$ cat config.mk
export PLATFORM = sky130hd
export DESIGN_NAME = rr_arbiter_n
export DESIGN_NICKNAME = d
export VERILOG_FILES = /design/src/rtl/arb_pkg.sv /design/src/rtl/rr_pick.sv /design/src/rtl/rr_arbiter_n.sv
export SDC_FILE = /design/constraint.sdc
export NUM_CORES = 1
export LEC_CHECK = 0
export BUFFER_PORTS_ARGS = -buffer_cell sky130_fd_sc_hd__buf_2
export CORE_MARGIN = 3
export CORE_UTILIZATION = 61
export CTS_CLUSTER_DIAMETER = 50
export DETAILED_ROUTE_END_ITERATION = 8
export GPL_ROUTABILITY_DRIVEN = 1
export PLACE_DENSITY = 0.83
export SLEW_MARGIN = 20
export SYNTH_ARGS = -nofsm -noshare
export SYNTH_HDL_FRONTEND = slang
export SYNTH_SLANG_ARGS = --single-unit
$ cat constraint.sdc
create_clock -name clk -period 5 [get_ports clk]
set_clock_uncertainty 0.15 [all_clocks]
set_input_delay 0.5 -clock clk [delete_from_list [all_inputs] [get_ports clk]]
set_output_delay 0.5 -clock clk [all_outputs]
set_load 0.005 [all_outputs]
$ cat src/rtl/arb_pkg.sv
// Shared types and helpers for the round-robin arbiter.
package arb_pkg;

  typedef enum logic {
    IDLE  = 1'b0,
    GRANT = 1'b1
  } arb_state_t;

  // Index width for n items, never less than one bit.
  function automatic int unsigned clog2_min1(input int unsigned n);
    int unsigned w;
    w = 1;
    while ((32'd1 << w) < n) w++;
    return w;
  endfunction

endpackage

$ cat src/rtl/rr_pick.sv
// Rotating priority encoder: first set bit of req searching upward from ptr+1, wrapping.
module rr_pick
  import arb_pkg::*;
#(
  parameter int unsigned N_REQ = 4,
  parameter int unsigned IW    = clog2_min1(N_REQ)
) (
  input  logic [N_REQ-1:0] req,
  input  logic [IW-1:0]    ptr,
  output logic [N_REQ-1:0] pick,
  output logic [IW-1:0]    pick_id,
  output logic             any
);

  logic [IW-1:0] idx;

  always_comb begin
    pick    = '0;
    pick_id = '0;
    any     = 1'b0;
    idx     = '0;
    for (int unsigned k = 1; k <= N_REQ; k++) begin
      idx = IW'((32'(ptr) + k) % N_REQ);
      if (!any && req[idx]) begin
        any       = 1'b1;
        pick[idx] = 1'b1;
        pick_id   = idx;
      end
    end
  end

endmodule

$ cat src/rtl/rr_arbiter_n.sv
// N-way round-robin arbiter with registered one-hot grant and owner hold timeout.
// Optional owner lock (suppresses the timeout) is enabled by defining ARB_LOCK_EN.
module rr_arbiter_n
  import arb_pkg::*;
#(
  parameter int unsigned N_REQ    = 4,
  parameter int unsigned MAX_HOLD = 8
) (
  input  logic                         clk,
  input  logic                         rstn,
  input  logic [N_REQ-1:0]             req,
`ifdef ARB_LOCK_EN
  input  logic                         lock,
`endif
  output logic [N_REQ-1:0]             grant,
  output logic                         grant_valid,
  output logic [clog2_min1(N_REQ)-1:0] grant_id
);

  localparam int unsigned IW = clog2_min1(N_REQ);
  localparam int unsigned HW = clog2_min1(MAX_HOLD);
  localparam logic [HW-1:0] HOLD_MAX = HW'(MAX_HOLD - 1);

  arb_state_t       state_q, state_d;
  logic [N_REQ-1:0] grant_q, grant_d;
  logic             valid_q, valid_d;
  logic [IW-1:0]    id_q, id_d;
  logic [IW-1:0]    ptr_q, ptr_d;
  logic [HW-1:0]    hold_q, hold_d;

  logic [N_REQ-1:0] pick;
  logic [IW-1:0]    pick_id;
  logic             pick_any;
  logic             lock_w;
  logic             take;

`ifdef ARB_LOCK_EN
  assign lock_w = lock;
`else
  assign lock_w = 1'b0;
`endif

  // Masking out the owner covers both release (owner bit already low) and timeout.
  rr_pick #(
    .N_REQ (N_REQ),
    .IW    (IW)
  ) u_pick (
    .req     (req & ~grant_q),
    .ptr     (ptr_q),
    .pick    (pick),
    .pick_id (pick_id),
    .any     (pick_any)
  );

  always_comb begin
    state_d = state_q;
    grant_d = grant_q;
    id_d    = id_q;
    ptr_d   = ptr_q;
    hold_d  = hold_q;
    take    = 1'b0;
    case (state_q)
      IDLE: begin
        if (pick_any) take = 1'b1;
      end
      GRANT: begin
        if (!req[id_q]) begin
          if (pick_any) begin
            take = 1'b1;
          end else begin
            state_d = IDLE;
            grant_d = '0;
            id_d    = '0;
            hold_d  = '0;
          end
        end else if (lock_w) begin
          // A locked owner restarts its timeout window once lock drops.
          hold_d = '0;
        end else if (hold_q == HOLD_MAX) begin
          if (pick_any) take = 1'b1;
        end else begin
          hold_d = hold_q + 1'b1;
        end
      end
      default: begin
        state_d = IDLE;
        grant_d = '0;
        id_d    = '0;
        hold_d  = '0;
      end
    endcase
    if (take) begin
      state_d = GRANT;
      grant_d = pick;
      id_d    = pick_id;
      ptr_d   = pick_id;
      hold_d  = '0;
    end
    valid_d = |grant_d;
  end

  always_ff @(posedge clk or negedge rstn) begin
    if (!rstn) begin
      state_q <= IDLE;
      grant_q <= '0;
      valid_q <= 1'b0;
      id_q    <= '0;
      ptr_q   <= IW'(N_REQ - 1);
      hold_q  <= '0;
    end else begin
      state_q <= state_d;
      grant_q <= grant_d;
      valid_q <= valid_d;
      id_q    <= id_d;
      ptr_q   <= ptr_d;
      hold_q  <= hold_d;
    end
  end

  assign grant       = grant_q;
  assign grant_valid = valid_q;
  assign grant_id    = id_q;

endmodule

After elaboration in Yosys (flattened, before gate mapping)
Index checks and enable logic that the tools add are counted.
Widths: inputs -> output; s select.
- flip-flop bits (word level): 13
- input port bits: 6
- output and inout port bits: 7
- logic and storage cells: 95
- $add $sub $neg: 5
- magnitude comparators: 9
- equality and inequality tests: 5
- mux-type cells: 50
- bitwise logic cells: 6
- reduce and logical (&&, ||, !) cells: 14
- operator list (kind ; count):
    $mux 4 ; 8
    $mux 1 ; 19
    $mux 2 ; 8
    $lt 2x3->1 const B ; 5
    $mux 3 ; 5
    $or 4x4->4 ; 3
    $bmux 1 s2 ; 5
    $demux 1 s2 ; 4
    $ge 2x1->1 const B ; 4
    $logic_and 1x1->1 ; 7
    $reduce_and 3->1 ; 2
    $add 2x1->2 const B ; 2
    $add 2x2->2 const B ; 2
    $and 4x4->4 ; 1
    $not 4->4 ; 1
    $reduce_or 4->1 ; 1
    $add 3x1->3 const B ; 1
    $eq 3x3->1 const B ; 1
    $logic_not 1->1 ; 3
    $ne 3x1->1 const B ; 1
    $ne 3x3->1 const B ; 1
    $ne 2x1->1 const B ; 1
    $ne 2x2->1 const B ; 1
    $pmux 1 s2 ; 1
    2 further kinds ; 2

Depth between registers and ports, before layout
- word-level depth: 20
- mapped depth: 8
- depth with buffers taken out: 8

Cells and area by module
A second synthesis with hierarchy kept.
- cells, all modules: 144
- area total of the unflattened synthesis: 1345.0 µm²
- modules (own cells, without submodules) (module ; instances ; cells an instance ; area an instance (µm²) ; sequential area each (µm²)):
    rr_arbiter_n ; 1 ; 76 ; 819.5 ; 327.8
    rr_pick ; 1 ; 68 ; 525.5 ; 0.0

Worst setup path after synthesis
Ideal clock, no wire load.
- kind: flip-flop to flip-flop
- start point: reg ptr_q[0]
- end point: reg valid_q (netlist: grant_valid)
- arrival: 2.034 ns
- required time: 4.708 ns
- setup slack: 2.674 ns
- stages on the path, launching flop included: 9
- clock period less this slack: 2.326 ns
- path through: dfstp_2 buf_4 inv_8 ha_1 mux4_2 a21oi_1 a211oi_1 a311oi_2 nand4_1
- word-level cells in the longest chain between the ends: 19
- elaborated cells between the ends (all ways): 58
- classes of those cells: add/sub (4); order compare (8); mux (32); bitwise (3); reduce/logical (11)
- ends and longest elaborated chain (element ; line ; RTL):
    start: declaration ; rr_arbiter_n.sv:28 ; logic [IW-1:0] ptr_q, ptr_d;
    start signal: assignment ; rr_arbiter_n.sv:108 ; ptr_q <= IW'(N_REQ - 1);
    start signal: assignment ; rr_arbiter_n.sv:115 ; ptr_q <= ptr_d;
    $add 2x1->2 ; rr_pick.sv:23 ; idx = IW'((32'(ptr) + k) % N_REQ);
    $bmux 1 s2 ; rr_pick.sv:24 ; if (!any && req[idx]) begin
    $mux 1 (not written as such) ; rr_pick.sv:24 ;
    $mux 1 ; rr_pick.sv:24 ;
    $logic_not 1->1 ; rr_pick.sv:24 ;
    $logic_and 1x1->1 ; rr_pick.sv:24 ;
    $mux 1 ; rr_pick.sv:24 ;
    $logic_not 1->1 ; rr_pick.sv:24 ;
    [4 not listed] ; - ;
    $mux 1 ; rr_pick.sv:24 ;
    $mux 1 ; rr_arbiter_n.sv:64, rr_arbiter_n.sv:68, rr_arbiter_n.sv:80 ;
    $mux 1 ; rr_arbiter_n.sv:79 ; end else if (hold_q == HOLD_MAX) begin
    $mux 1 ; rr_arbiter_n.sv:67 ; if (!req[id_q]) begin
    $pmux 1 s2 ; rr_arbiter_n.sv:62 ; case (state_q)
    $mux 4 (*) ; rr_arbiter_n.sv:92 ; if (take) begin
    $reduce_or 4->1 (*) ; rr_arbiter_n.sv:99 ; valid_d = |grant_d;
    via valid_d ; rr_arbiter_n.sv:26 ; logic valid_q, valid_d;
    end signal: assignment ; rr_arbiter_n.sv:113 ; valid_q <= valid_d;
    end: declaration ; rr_arbiter_n.sv:26 ;
Mark *: on every way through the listed nets, which the timed path passes. The rest lies on a longest branch. The select of a mux whose other input is x is not followed.
A chain may end at the register's enable or synchronous reset.

Worst setup path in the final report
- start point: reg ptr_q[1]
- end point: reg valid_q (netlist: grant_valid)
Same word-level chain as after synthesis.

==> qor.log <==
[setup_path] Arr. time, crit path 2.64 ns
[timing] Worst Slack Setup Final 2.35 ns
[cts] number of buffers between clock root and the deepest sink 2
[timing] number of max-slew violations in the final report 0
[global_route] number of antenna violations at the first check in global routing 0
[setup_path] capture instance of the worst register-to-register path grant_valid
[route] WL per Instance 18.2 um
[synth] most used standard cell by instance count after synthesis dfrtp_1
[setup_path] RR Startpoint ptr_q[1]
[synth] ys async rst share 100%
[place] number of buffer cells added on primary ports 12
[setup_path] Crit. End Element flop
[setup_path] crit path launch type flop
[place] detailed placement HPWL 2050 um
[layout] share of post-route cells with drive strength above 1 22.2%
[cts] clock transition at the registers of the reported paths 0.08 ns
[cts] hold bufs inserted after CTS 1
[die] initial core utilization 68.4%
[synth] number of different library cells in the post-synthesis netlist 37
[setup_path] register-to-register setup slack 2.35 ns
[setup_path] highest fanout seen on the critical path 10
[min_path] origin of the worst min-delay path hold_q[1]
[route] final routed wirelength across all metal layers 2740 um
[die] Row Count 14
[power] maximum vdd drop 0.447 mV
[timing] Final min period 2.65 ns
[place] minimum setup slack after placement 2.40 ns
[route] antenna-violating nets left 0
[min_path] endpoint of the worst hold-timing path hold_q[1]
[route] number of search-and-repair iterations in the first detailed-routing pass 4
[layout] number of filler instances in the final layout 127
[power] total power divided by cell area 713 mW/mm^2
[synth] post-synthesis instance total 111
[synth] cell type with the highest aggregate area in the netlist dfrtp_1
[synth] largest cells by area after synthesis dfrtp_1, mux4_2, ha_1
[cts] number of levels in the clock H-tree 1
[layout] area growth from synthesis to final layout 9.87%
[die] Core Footprint 0.00159 sq mm
[timing] FMAX 378 MHz
[global_route] Overflow after GRT 0
[global_route] global-route wire length before repair 4270 um
[synth] number of enable flip-flop cells after synthesis 0
[cts] number of clock sinks seen by CTS 13
[synth] Post-Synthesis Mean Instance Area 9.82 sq um
[layout] area occupied by multi-input gates 709 sq um
[cts] post-CTS setup-driven buffer insertion count 0
[cts] post_cts resized 0
[place] placer congestion estimate 0.924
[status] run status completed
[cts] Skew-Pair Late Insertion Delay 0.28 ns
[setup_path] number of cell instances on the worst register-to-register path 7
[synth] primary flip-flop cell chosen by synthesis mapping dfrtp_1
[setup_path] Slowest-stage cell, CP dfstp_2
[run] number of max-capacitance violations reported 0
[power] leakage power summed over all cells 0.543 nW
[die] number of primary I/O pins 13
[global_route] overall track demand over capacity in global routing 27.5%
[cts] CTS Buf Count 3
[global_route] maximum number of pins on one net before global-route repair 14
[setup_path] cells along the critical path inv_1, ha_1, mux4_2, a21oi_1, a211oi_1, a311oi_1, nand4_1
[route] drt via density 6.62
[layout] Sequential cell area 328 sq um
[timing] final clock period utilization by the worst path 53.0%
[timing] RSZ-0062 raised after global routing false
[die] floorplan die area 0.00233 sq mm
[synth] synthesized net count 127
[route] initial DRC count 53
[setup_path] delay of the slowest cell on the worst path 0.63 ns
[synth] leading cell types by count after synthesis dfrtp_1, ha_1, nor2_1
[layout] number of nets in the layout 143
[timing] transition at the pin with the smallest max-transition slack 0.521 ns
[die] die outline width 48.3 um
[timing] Setup TNS 0 ns
[synth] portion of the post-synthesis area used by sequential elements 30.1%
[synth] number of warnings printed during yosys synthesis 0
[cts] CTS root buf clkbuf_4
[route] count of vias placed by the detailed router 993
[timing] final count of hold timing violations 0
[synth] top cell type's share of synthesized area 25.3%
[setup_path] required time at the worst-slack endpoint 4.99 ns
[layout] Ant. Diodes 0
[die] die boundary height 48.3 um
[min_path] cell count of the worst hold path 1
[timing] hold_ws 0.365 ns
[cts] TritonCTS clock tree yes
[synth] netlist area before placement 0.00109 sq mm
[global_route] via count of the first global-routing pass 924
[min_path] type of the worst min-delay path flop to flop
[synth] flip-flop and latch count after synthesis 13
[setup_path] WS Path Type flop to flop
[route] count of unresolved DRC violations after routing 0
[timing] Setup violations, final 0
[timing] max-slew headroom at the worst pin 65.2%
## routing by layer
layer | track usage, % | share of wire (%) | up-vias
met4 | 10.8 | 2.1 | 0
met2 | 44.3 | 50 | 35
met3 | 8.49 | 5.8 | 8
li1 | - | - | 454
met5 | 0 | 0 | -
met1 | 34.3 | 42 | 496
## area by class of cell
cell class | count | share of cell area [%]
sequential | 13 | 27.4
multi-input combinational | 89 | 59.2
tap | 24 | 2.51
inverter | 7 | 2.82
clock buffer | 4 | 2.19
timing repair buffer | 13 | 5.85
## how the worst max path moves through the flow
stage                       end  slack (ns)  startpoint  cells past startpoint
global placement    grant_valid        2.50      req[0]                      7
global route        grant_valid        2.24    ptr_q[1]                      7
detailed placement  grant_valid        2.40    ptr_q[0]                      7
floorplan           grant_valid        2.67    ptr_q[0]                      8
finish              grant_valid        2.35    ptr_q[1]                      7
CTS                 grant_valid        2.38    ptr_q[0]                      7
## power breakdown
| part | switching (mW) | internal (mW) | total (mW) |
|---|---|---|---|
| Combinational | 0.322 | 0.240 | 0.562 |
| Sequential | 0.0652 | 0.161 | 0.226 |
| Clock | 0.0352 | 0.0310 | 0.0662 |
## registers in the layout (all words and copies together), names as in the netlist
signal / flops
grant_valid: 1
state_q: 1
hold_q: 3
ptr_q: 2
grant: 4
grant_id: 2
## critical path: cells and delay by family, from the launching register on
family	cells	cell delay, ns
muxes	1	0.38
DFF	1	0.63
AOI/OAI and AO/OA	3	0.56
adders and majority gates	1	0.42
and+or+nand+nor	1	0.17
buffers and inverters	1	0.19
## layout by cell type (no fill, tap or decap), types with 2 or more instances in the layout
cell	Yosys	final
a211oi_1	4	4
a21oi_1	7	7
a22o_1	2	2
a311oi_1	3	3
and2_1	4	4
buf_2	0	12
clkbuf_4	0	3
dfrtp_1	11	11
dfstp_2	2	2
ha_1	10	10
inv_1	5	5
mux4_2	6	6
nand2_1	8	8
nand2b_1	6	6
nand3_1	4	4
nand4_1	2	2
nor2_1	9	9
nor2b_1	3	3
nor4_1	3	3
o21ai_0	3	3
## per-stage QoR
step	total power, mW	instances	area, sq um	utilization [%]
3_3_place_gp	0.757	145	1160	72.8
4_1_cts	0.843	150	1200	75.1
2_1_floorplan	0.637	111	1090	-
3_5_place_dp	0.772	145	1160	72.8
5_1_grt	0.922	150	1200	75.1
6_report	0.854	150	1200	75.1
## cells by family after synthesis
group	after synthesis	synth area share, %
AOI/OAI and AO/OA	30	20.4
adders and majority gates	10	11.5
buffers and inverters	9	4.82
DFF	13	30.1
muxes	6	12.4
and+or+nand+nor	43	20.8
(Power assumes the default switching activity.)
